==> config.mk <==
export PLATFORM = sky130hd
export DESIGN_NAME = tx_frame_scheduler
export DESIGN_NICKNAME = d
export VERILOG_FILES = /design/src/rtl/tx_frame_scheduler.sv
export SDC_FILE = /design/constraint.sdc
export NUM_CORES = 1
export LEC_CHECK = 0
export CORE_MARGIN = 2
export CORE_UTILIZATION = 40
export CTS_BUF_LIST = sky130_fd_sc_hd__clkbuf_16
export DETAILED_ROUTE_END_ITERATION = 16
export HOLD_SLACK_MARGIN = 0.15
export REMOVE_ABC_BUFFERS = 1
export SLEW_MARGIN = 20
export SYNTH_ARGS = -nofsm -noshare
export SYNTH_HDL_FRONTEND = slang
export SYNTH_SLANG_ARGS = --single-unit
export TNS_END_PERCENT = 50
==> constraint.sdc <==
create_clock -name CLOCK_50 -period 3.29 [get_ports CLOCK_50]
set_clock_uncertainty 0.15 [all_clocks]
set_input_delay 0.329 -clock CLOCK_50 [delete_from_list [all_inputs] [get_ports CLOCK_50]]
set_output_delay 0.329 -clock CLOCK_50 [all_outputs]
set_load 0.05 [all_outputs]
==> src/rtl/tx_frame_scheduler.sv <==
// tx_frame_scheduler: frames 16-QAM symbols as preamble, sourced payload and guard, one symbol every SPS clocks.
module tx_frame_scheduler #(
  parameter int SPS          = 8,
  parameter int PREAMBLE_LEN = 32,
  parameter int GUARD_LEN    = 16,
  parameter int LEN_W        = 9
) (
  input  logic             CLOCK_50,
  input  logic             RESET,
  input  logic             START,
  input  logic [LEN_W-1:0] FRAME_LEN,
  input  logic             ABORT,
  input  logic [3:0]       SRC_DATA,
  input  logic             SRC_VALID,
  output logic             SRC_READY,
  output logic [3:0]       SYM_DATA,
  output logic             SYM_STROBE,
  output logic             TX_ACTIVE,
  output logic             BUSY,
  output logic             DONE,
  output logic             UNDERRUN
);
  localparam int PW = SPS > 1 ? $clog2(SPS) : 1;
  localparam int ML = PREAMBLE_LEN > GUARD_LEN ? PREAMBLE_LEN : GUARD_LEN;
  localparam int CW = LEN_W > $clog2(ML + 1) ? LEN_W : $clog2(ML + 1);
  typedef enum logic [1:0] {IDLE, PREAMBLE, PAYLOAD, GUARD} state_t;
  state_t           r_state;
  logic [PW-1:0]    r_phase;
  logic [CW-1:0]    r_cnt;
  logic [LEN_W-1:0] r_len;
  logic             r_ready;
  logic             w_last_ph, w_pre_last, w_pay_last, w_grd_last, w_abort, w_pay_next;
  assign w_last_ph  = r_phase == PW'(SPS - 1);
  assign w_pre_last = r_cnt == CW'(PREAMBLE_LEN - 1);
  assign w_pay_last = r_cnt == CW'(r_len) - CW'(1);
  assign w_grd_last = r_cnt == CW'(GUARD_LEN - 1);
  assign w_abort    = (r_state == PAYLOAD) && ABORT;
  // next symbol is a payload slot: fetch it during the current symbol's last cycle
  assign w_pay_next = ((r_state == PREAMBLE) && w_pre_last && (|r_len)) ||
                      ((r_state == PAYLOAD) && !w_pay_last);
  assign SRC_READY  = r_ready & ~w_abort;
  always_ff @(posedge CLOCK_50 or posedge RESET) begin
    if (RESET) begin
      r_state    <= IDLE;
      r_phase    <= '0;
      r_cnt      <= '0;
      r_len      <= '0;
      r_ready    <= 1'b0;
      SYM_DATA   <= 4'h0;
      SYM_STROBE <= 1'b0;
      TX_ACTIVE  <= 1'b0;
      BUSY       <= 1'b0;
      DONE       <= 1'b0;
      UNDERRUN   <= 1'b0;
    end else begin
      DONE       <= 1'b0;
      SYM_STROBE <= 1'b0;
      r_ready    <= 1'b0;
      if (r_state == IDLE) begin
        if (START) begin
          r_state    <= PREAMBLE;
          r_phase    <= '0;
          r_cnt      <= '0;
          r_len      <= FRAME_LEN;
          UNDERRUN   <= 1'b0;
          SYM_STROBE <= 1'b1;
          SYM_DATA   <= 4'h0;
          TX_ACTIVE  <= 1'b1;
          BUSY       <= 1'b1;
        end
      end else if (!w_last_ph) begin
        r_phase <= r_phase + PW'(1);
        r_ready <= (r_phase == PW'(SPS - 2)) && w_pay_next;
      end else begin
        r_phase    <= '0;
        r_cnt      <= r_cnt + CW'(1);
        SYM_STROBE <= 1'b1;
        if ((r_state == PREAMBLE) && !w_pre_last) begin
          SYM_DATA <= {4{~r_cnt[0]}};
        end else if (w_pay_next && !w_abort) begin
          r_state  <= PAYLOAD;
          SYM_DATA <= SRC_VALID ? SRC_DATA : 4'h0;
          if (!SRC_VALID) UNDERRUN <= 1'b1;
          if (r_state == PREAMBLE) r_cnt <= '0;
        end else if (r_state != GUARD) begin
          r_state   <= GUARD;
          r_cnt     <= '0;
          SYM_DATA  <= 4'h0;
          TX_ACTIVE <= 1'b0;
        end else if (w_grd_last) begin
          r_state    <= IDLE;
          r_cnt      <= '0;
          SYM_STROBE <= 1'b0;
          BUSY       <= 1'b0;
          DONE       <= 1'b1;
        end
      end
    end
  end
endmodule
# After elaboration in Yosys (flattened, before gate mapping)
# Index checks and enable logic that the tools add are counted.
# op_classes
add_sub_neg,3
mul,0
div,0
n_lt_le_gt_ge,0
n_eq_ne,13
shift,0
n_mux,58
n_bitwise,3
reduce_logical,26
# ops
operator,count
$mux W9,8
$mux W1,33
$mux W4,7
$mux W2,7
$ne A2 B2 Y1 const B,5
$reduce_and A5 Y1,2
$add A9 B1 Y9 const B,1
$eq A9 B4 Y1 const B,1
$eq A9 B5 Y1 const B,1
$eq A9 B9 Y1,1
$mux W3,3
$reduce_or A9 Y1,1
$sub A9 B1 Y9 const B,1
$reduce_bool A2 Y1,4
$reduce_bool A4 Y1,2
$logic_and A1 B1 Y1,7
$eq A3 B3 Y1 const B,2
$reduce_and A6 Y1,1
$reduce_and A2 Y1,2
$reduce_and A4 Y1,1
$add A3 B1 Y3 const B,1
$logic_not A1 Y1,3
$reduce_and A3 Y1,1
$eq A2 B1 Y1 const B,1
other kinds (6),7
# word_totals
ff_bits,33
latchBits,0
ramBits,0
rom_bits,0
input_bits,18
out_inout_bits,10
n_memories,0

# Depth between registers and ports, before layout
# Gate-level depths: netlist of run 1.
# logic_depth
ltp_word,10
ltp_mapped,11
depth_no_buf,10

# Least setup slack after synthesis of run 1
# OpenSTA, ideal clock, no wires.
# synth_path
kind,reg2reg
startpoint,reg r_len[0]
endpoint,reg SYM_DATA[0]
setup_time_ns,0.125
arrival_time_ns,2.417
required_time_ns,3.015
setup_slack_ns,0.599
stages_incl_launch_ff,12
path_buffers,1
cell_sequence,dfrtp_1 inv_1 ha_1 xnor2_1 nor2_1 o32a_1 nor4b_4 nand3_2 and2_1 buf_6 a41o_1 mux2_2
# synth_via
elab_chain_cells,10
elab_cells_between_ends,14
cone_classes,add/sub (1); eq/ne (1); mux (4); reduce/logical (8)
# synth_rtl
item,line_no,source
from (decl),30,logic [LEN_W-1:0] r_len;
from (signal assigned),47,r_len <= '0;
from (signal assigned),64,r_len <= FRAME_LEN;
$sub A9 B1 Y9,35,assign w_pay_last = r_cnt == CW'(r_len) - CW'(1);
$eq A9 B9 Y1,35,
$logic_not A1 Y1,40,((r_state == PAYLOAD) && !w_pay_last);
$logic_and A1 B1 Y1,40,
$logic_or A1 B1 Y1 (*),39,assign w_pay_next = ((r_state == PREAMBLE) && w_pre_last && (|r_len)) ||
$logic_and A1 B1 Y1 (*),80,end else if (w_pay_next && !w_abort) begin
$mux W4,80,
$mux W4,78,if ((r_state == PREAMBLE) && !w_pre_last) begin
$mux W4,71,end else if (!w_last_ph) begin
$mux W4,59,if (r_state == IDLE) begin
to (signal assigned),79,SYM_DATA <= {4{~r_cnt[0]}};
to (signal assigned),82,SYM_DATA <= SRC_VALID ? SRC_DATA : 4'h0;
to (decl),16,"output logic [3:0] SYM_DATA,"
# Mark *: on every way between the ends. The rest lies on a longest branch, timed or not. The select of a mux whose other input is x is not followed.
# A chain may end at the register's enable or synchronous reset.

# Worst setup path in the final report of run 1
# layout_path
startpoint,reg r_len[0]
endpoint,reg SYM_DATA[2]
# The elaborated chain is that of the path after synthesis.

==> metrics.txt, run 1 <==
Peak VDD IR 304 uV; minimum clock period 2.98 ns; Final GP Congestion 0.862; Max Slew Vio Count 0; Global Route met1 Usage 23.8%; PwrDens 520 nW/um^2; Slew headroom 53.5%; CTS sink cnt 33; share of cells above drive strength 1 15.5%; global routing's busiest layer met2; crit start category flop; CTS Buf Count 5; multi-input logic area 1170 um^2; core area 5070 um^2; DR vias 1682; FP Rows 26; Worst Hold Slack 0.302 ns; sequential-to-total area share from yosys stat 39.7%; later-pin clock latency in the skew report 0.27 ns; vias in the first global route 1615; CP required 3.30 ns; Fmax 335 MHz; Layout fillers 495; netlist area before placement 2080 um^2; die area 5790 um^2; clock-pin slew on the worst setup and hold paths 0.05 ns; via/cell ratio 5.46; Post-Synth Simple-Gate Area 18.2%; Remaining Overflow, GRT 0; post-detail-place hpwl 3490 um; Reg2Reg Capture Point SYM_DATA[2]; Non-Filler Instances 308; top cell type's share of synthesized area 39.7%; Die Width 76.1 um; critical path type reg -> reg; Ant. Diodes 0; worst setup path startpoint r_len[0]; Final nets 265; final hold viol count 0; post-synthesis mux area share 8.07%; hold crit path type in -> async; H-tree level count 2; post-synthesis register bit count 33; RR Startpoint r_len[0]; Die Ht 76.1 um; maxcap violations 0; Post-synth EDFFs 0; Storage cell area 826 um^2; LEAKAGE 1.12 nW; syn_area_per_cell 9.99 um^2; R2R Setup Slk 0.31 ns; initial antenna violation count 0; GRT met3 Usage 3.20%; Avg WL per Cell 15.1 um; DR iter-0 viols 74; crit path max fanout 9; I/O Buffers 27; largest family of logic cells by synthesized area compound AO/OA/AOI/OAI gates; synth warn 0; Syn Inst Count 208; Yosys top cell by area dfrtp_1; Final setup viols 0; Synth Area in Compound Gates 19.6%; largest net degree at the start of global routing 20; outcome finished clean; Post-Route WL 4650 um; Routed Antenna Nets 0; RSZ-0062 raised after global routing false; CP Data Arrival Time 2.99 ns; First-pass DRT Iterations 4; adder-cell share of the synthesized area 6.02%; global-route wire length before repair 7730 um; CTS tree done; Clock Root Buffer clkbuf_16; largest buffer count on any clock path 2; Sum Neg Setup Slack 0 ns; kind of end point of the critical path flop; reg2reg path depth 9; met2 usage 24.8%; Ports 28; primary flip-flop cell chosen by synthesis mapping dfrtp_1; GRT Total Usage 16.4%; largest cells by area after synthesis dfrtp_1 (40%), mux2_2 (7.6%), ha_1 (6.0%), o31ai_1 (3.6%), a21oi_1 (3.4%); XOR/XNOR Fraction of Synth Area 4.21%; Netlist cell types 52; fraction of registers with async set/reset 100%; effective utilization at floorplan 41.0%; DRC viols 0; worst-margin pin slew 0.697 ns; Inst Count DP 300; final worst-path cycle share 90.7%; hold_buf cts 0; Area Overhead vs Synth 25.5%
[critical path: stages (launching register included)]
cell	delay, ns
dfrtp_1	0.43
inv_1	0.08
ha_1	0.21
nor3b_2	0.33
nand2_1	0.17
o311ai_1	0.45
mux2i_1	0.21
and2_1	0.32
a41o_1	0.27
mux2_2	0.25
[cells in the final DEF, fill, tap and decap left out, types with 2 or more instances in the layout]
cell             synthesis  layout
dfrtp_1                 33      33
clkdlybuf4s50_1          0      27
nand2_1                 18      18
a21oi_1                 14      14
mux2_2                  14      14
inv_1                   11      11
nor2_1                  10      10
ha_1                    10      10
o31ai_1                 10       9
xnor2_1                  7       7
nor3_1                   6       6
clkbuf_16                0       5
and3_1                   4       4
o21ai_0                  4       4
and2_1                   4       4
o21ai_1                  4       4
a41o_1                   4       4
nand3_1                  4       4
nor3b_1                  4       4
nor2b_1                  3       3
xor2_1                   3       3
buf_4                    0       3
nand2b_1                 2       2
a31oi_1                  2       2
or2_2                    2       2
bufinv_16                0       2
[routing by layer]
layer  part of all wire [%]  wire, um  up-vias
met2                     46      2140       27
met3                    4.7       219        6
li1                       -         -      827
met5                      0         0        -
met1                     48      2250      822
met4                   0.92        43        0
[report_power, final]
group          internal, mW  total [mW]  switching [mW]
Sequential            0.444       0.493          0.0491
Clock                 0.432       0.596           0.164
Combinational         0.126       0.269           0.143
Total                  1.00        1.36           0.356
[state kept, by name, summed over array words and instances, names as in the netlist]
name and cells:
r_cnt 9, r_len 9, SYM_DATA 4, r_phase 3, r_state 2, BUSY 1, DONE 1, SYM_STROBE 1
TX_ACTIVE 1, UNDERRUN 1, r_ready 1
[cell usage after synthesis (2+ instances only)]
cell and instances:
dfrtp_1 33, nand2_1 18, a21oi_1 14, mux2_2 14
inv_1 11, ha_1 10, nor2_1 10, o31ai_1 10
xnor2_1 7, nor3_1 6, a41o_1 4, and2_1 4
and3_1 4, clkbuf_1 4, nand3_1 4, nor3b_1 4
o21ai_0 4, o21ai_1 4, nor2b_1 3, xor2_1 3
a31oi_1 2, buf_1 2, buf_6 2, nand2b_1 2
or2_2 2
[cell families (layout without fill, tap and decap cells)]
kind of cell	after synthesis	in the layout
xor+xnor	10	10
simple gates	66	66
flops	33	33
compound gates	55	55
buf+inv	19	49
fa+ha+maj	10	10
mux	15	15
[how the worst max path moves through the flow]
stage               slack, ns     endpoint  cells after the start
finish                   0.31  SYM_DATA[2]                      9
detailed placement       0.25     r_cnt[6]                     10
CTS                      0.27     r_cnt[6]                     10
global placement         0.36  SYM_DATA[0]                      9
global route             0.07     r_cnt[8]                      9
floorplan                0.61     r_cnt[3]                     10
[metrics by stage]
stage	setup slack (ns)	instance area, um^2	power, mW	util [%]
floorplan	0.611	2030	0.681	-
global placement	0.357	2410	0.767	47.6
detailed placement	0.249	2410	0.767	47.6
CTS	0.265	2600	1.37	51.3
global route	0.0744	2610	1.41	51.4
finish	0.307	2610	1.36	51.4
[final cells by class]
type                    instances  area share (%)
multi-input cells             156            44.9
repair buffers                 30            11.2
clock buffers                   5            4.80
well taps                      70            3.36
flip-flops and latches         33            31.7
clock inverters                 3            2.49
inverters                      11            1.58
[what timing repair did]
action / CTS / global route
buffers inserted: 0 / 0
gates resized for setup: 0 / 1
setup endpoints to repair: 0 / 2
No activity file was read; power rests on OpenSTA's default activity.
==> run 2: changes to the inputs <==
- CORE_MARGIN: 2 -> default
- SKIP_CTS_REPAIR_TIMING: default -> 1
==> metrics.txt, run 2 (same netlist as run 1, synthesis figures left out) <==
outcome finished clean; Remaining Overflow, GRT 0 (unchanged); CTS Buf Count 5 (unchanged); Post-Route WL 4550 um (-2.3%); CP Data Arrival Time 3.02 ns (+0.03 ns); worst setup path end SYM_DATA[2]; worst setup path startpoint r_len[0]; First-pass DRT Iterations 4 (unchanged); CP required 3.30 ns (about the same); critical path type reg -> reg; WP depth 9 (unchanged); Sum Neg Setup Slack 0 ns (unchanged); Fmax 332 MHz (-0.83%); DRC viols 0 (unchanged); global-route wire length before repair 7720 um (-0.17%); commonest non-fill, non-tap cells in the layout dfrtp_1 (33), clkdlybuf4s50_1 (27), nand2_1 (18); Die Width 74.1 um (-2.6%); Layout fillers 455 (-8.1%); RR Startpoint r_len[0]; Final nets 265 (unchanged); largest net degree at the start of global routing 18 (-10%); Max Slew Vio Count 0 (unchanged); crit path max fanout 9 (unchanged); share of cells above drive strength 1 14.7% (-0.84 points); CTS tree done; Slew headroom 57.0% (+3.4 points); vias in the first global route 1579 (-2.2%); Reg2Reg Capture Point SYM_DATA[2]; Crit path max-delay family simple AND/OR/NAND/NOR gates; LEAKAGE 1.10 nW (-1.8%); WP buf/inv 1 (unchanged); Area Overhead vs Synth 22.9%; RSZ-0062 raised after global routing false; die area 5490 um^2 (-5.2%); I/O Buffers 27 (unchanged); DR iter-0 viols 96 (+30%); final design utilization 52.7% (+1.3 points); Ant. Diodes 0 (unchanged); R2R Setup Slk 0.28 ns (-0.03 ns); maxcap violations 0 (unchanged); reg2reg path depth 9 (unchanged); Clock Root Buffer clkbuf_16; Avg WL per Cell 14.9 um (-1.3%); hold crit path type in -> async; Peak VDD IR 264 uV (-13%); post-detail-place hpwl 3450 um (-1.2%); Routed Antenna Nets 0 (unchanged); slowest cell on the critical path dfrtp_1; CP peak stage delay 0.43 ns (-0.02 ns); final hold viol count 0 (unchanged); effective utilization at floorplan 42.9% (+1.9 points); later-pin clock latency in the skew report 0.27 ns (about the same); PwrDens 469 nW/um^2 (-10%); final worst-path cycle share 91.4% (+0.76 points); Critical Path, Cell by Cell inv_1 > ha_1 > nor3b_2 > nand2_1 > o311ai_1 > mux2i_1 > and2_1 > a41o_1 > mux2_2; crit start category flop; Ports 28 (unchanged); core area 4850 um^2 (-4.5%); biggest registers after layout r_cnt (9), r_len (9), SYM_DATA (4); DR vias 1689 (+0.42%); largest buffer count on any clock path 2 (unchanged); worst-margin pin slew 0.645 ns (-0.0523 ns); kind of end point of the critical path flop; CTS sink cnt 33 (unchanged); via/cell ratio 5.54 (+1.4%); clock-pin slew on the worst setup and hold paths 0.05 ns (about the same); initial antenna violation count 0 (unchanged); FP Rows 25 (-3.8%); Die Ht 74.1 um (-2.6%); GRT Total Usage 18.7% (+2.3 points); H-tree level count 2 (unchanged); Final GP Congestion 0.854 (-0.95%); Final setup viols 0 (unchanged); minimum clock period 3.01 ns (+0.0251 ns); commonest non-fill, non-tap cell in the layout dfrtp_1
run 2: cell count changes in the layout (fill, tap and decap cells not counted):
cell	change
clkinv_2	-1
inv_1	+2
bufinv_16	-2
clkinvlp_4	+1
run 2: power by group:
part           switching [mW]  total, mW  internal, mW  leakage, nW
Clock                   0.163      0.437         0.274       0.0724
Sequential             0.0510      0.495         0.444        0.409
Combinational           0.139      0.265         0.125        0.620
run 2: metrics by stage:
step           hold WS, ns  instance area, um^2  std cells  setup slack [ns]  power (mW)
6_report             0.292                 2550        305             0.282        1.20
5_1_grt              0.375                 2550        305            0.0268        1.27
4_1_cts              0.325                 2550        305             0.232        1.21
3_5_place_dp         0.346                 2410        297             0.270       0.764
3_3_place_gp         0.344                 2410        297             0.382       0.764
2_1_floorplan        0.265                 2030        200             0.611       0.681
run 2: layout make-up:
class	count	area, um^2	area share (%)
inverter	11	41.3	1.62
tap	67	83.8	3.28
multi-input combinational	156	1170	45.8
timing repair buffer	30	293	11.5
sequential	33	826	32.3
clock buffer	5	125	4.90
clock inverter	3	15.0	0.588
run 2: how the worst min path moves through the flow:
stage          depth (start not counted)  slack, ns     endpoint
4_1_cts                                2       0.32     r_len[6]
6_report                               2       0.29     r_len[6]
5_1_grt                                2       0.37     r_len[6]
3_3_place_gp                           1       0.34  SYM_DATA[2]
2_1_floorplan                          1       0.27   r_phase[0]
3_5_place_dp                           1       0.35  SYM_DATA[0]
run 2: routing by layer:
layer	part of all wire (%)	global-route usage, %	up-vias
met4	0.75	5.13	0
met2	44	27.3	39
met3	4.5	3.93	6
met5	0	0	-
met1	51	27.8	823
li1	-	-	821
run 2: worst reg2reg max path, cell delays in order (launching register included):
cell and delay, ns:
dfrtp_1 0.43, inv_1 0.08, ha_1 0.21, nor3b_2 0.37, nand2_1 0.18, o311ai_1 0.43, mux2i_1 0.21, and2_1 0.31
a41o_1 0.27, mux2_2 0.25
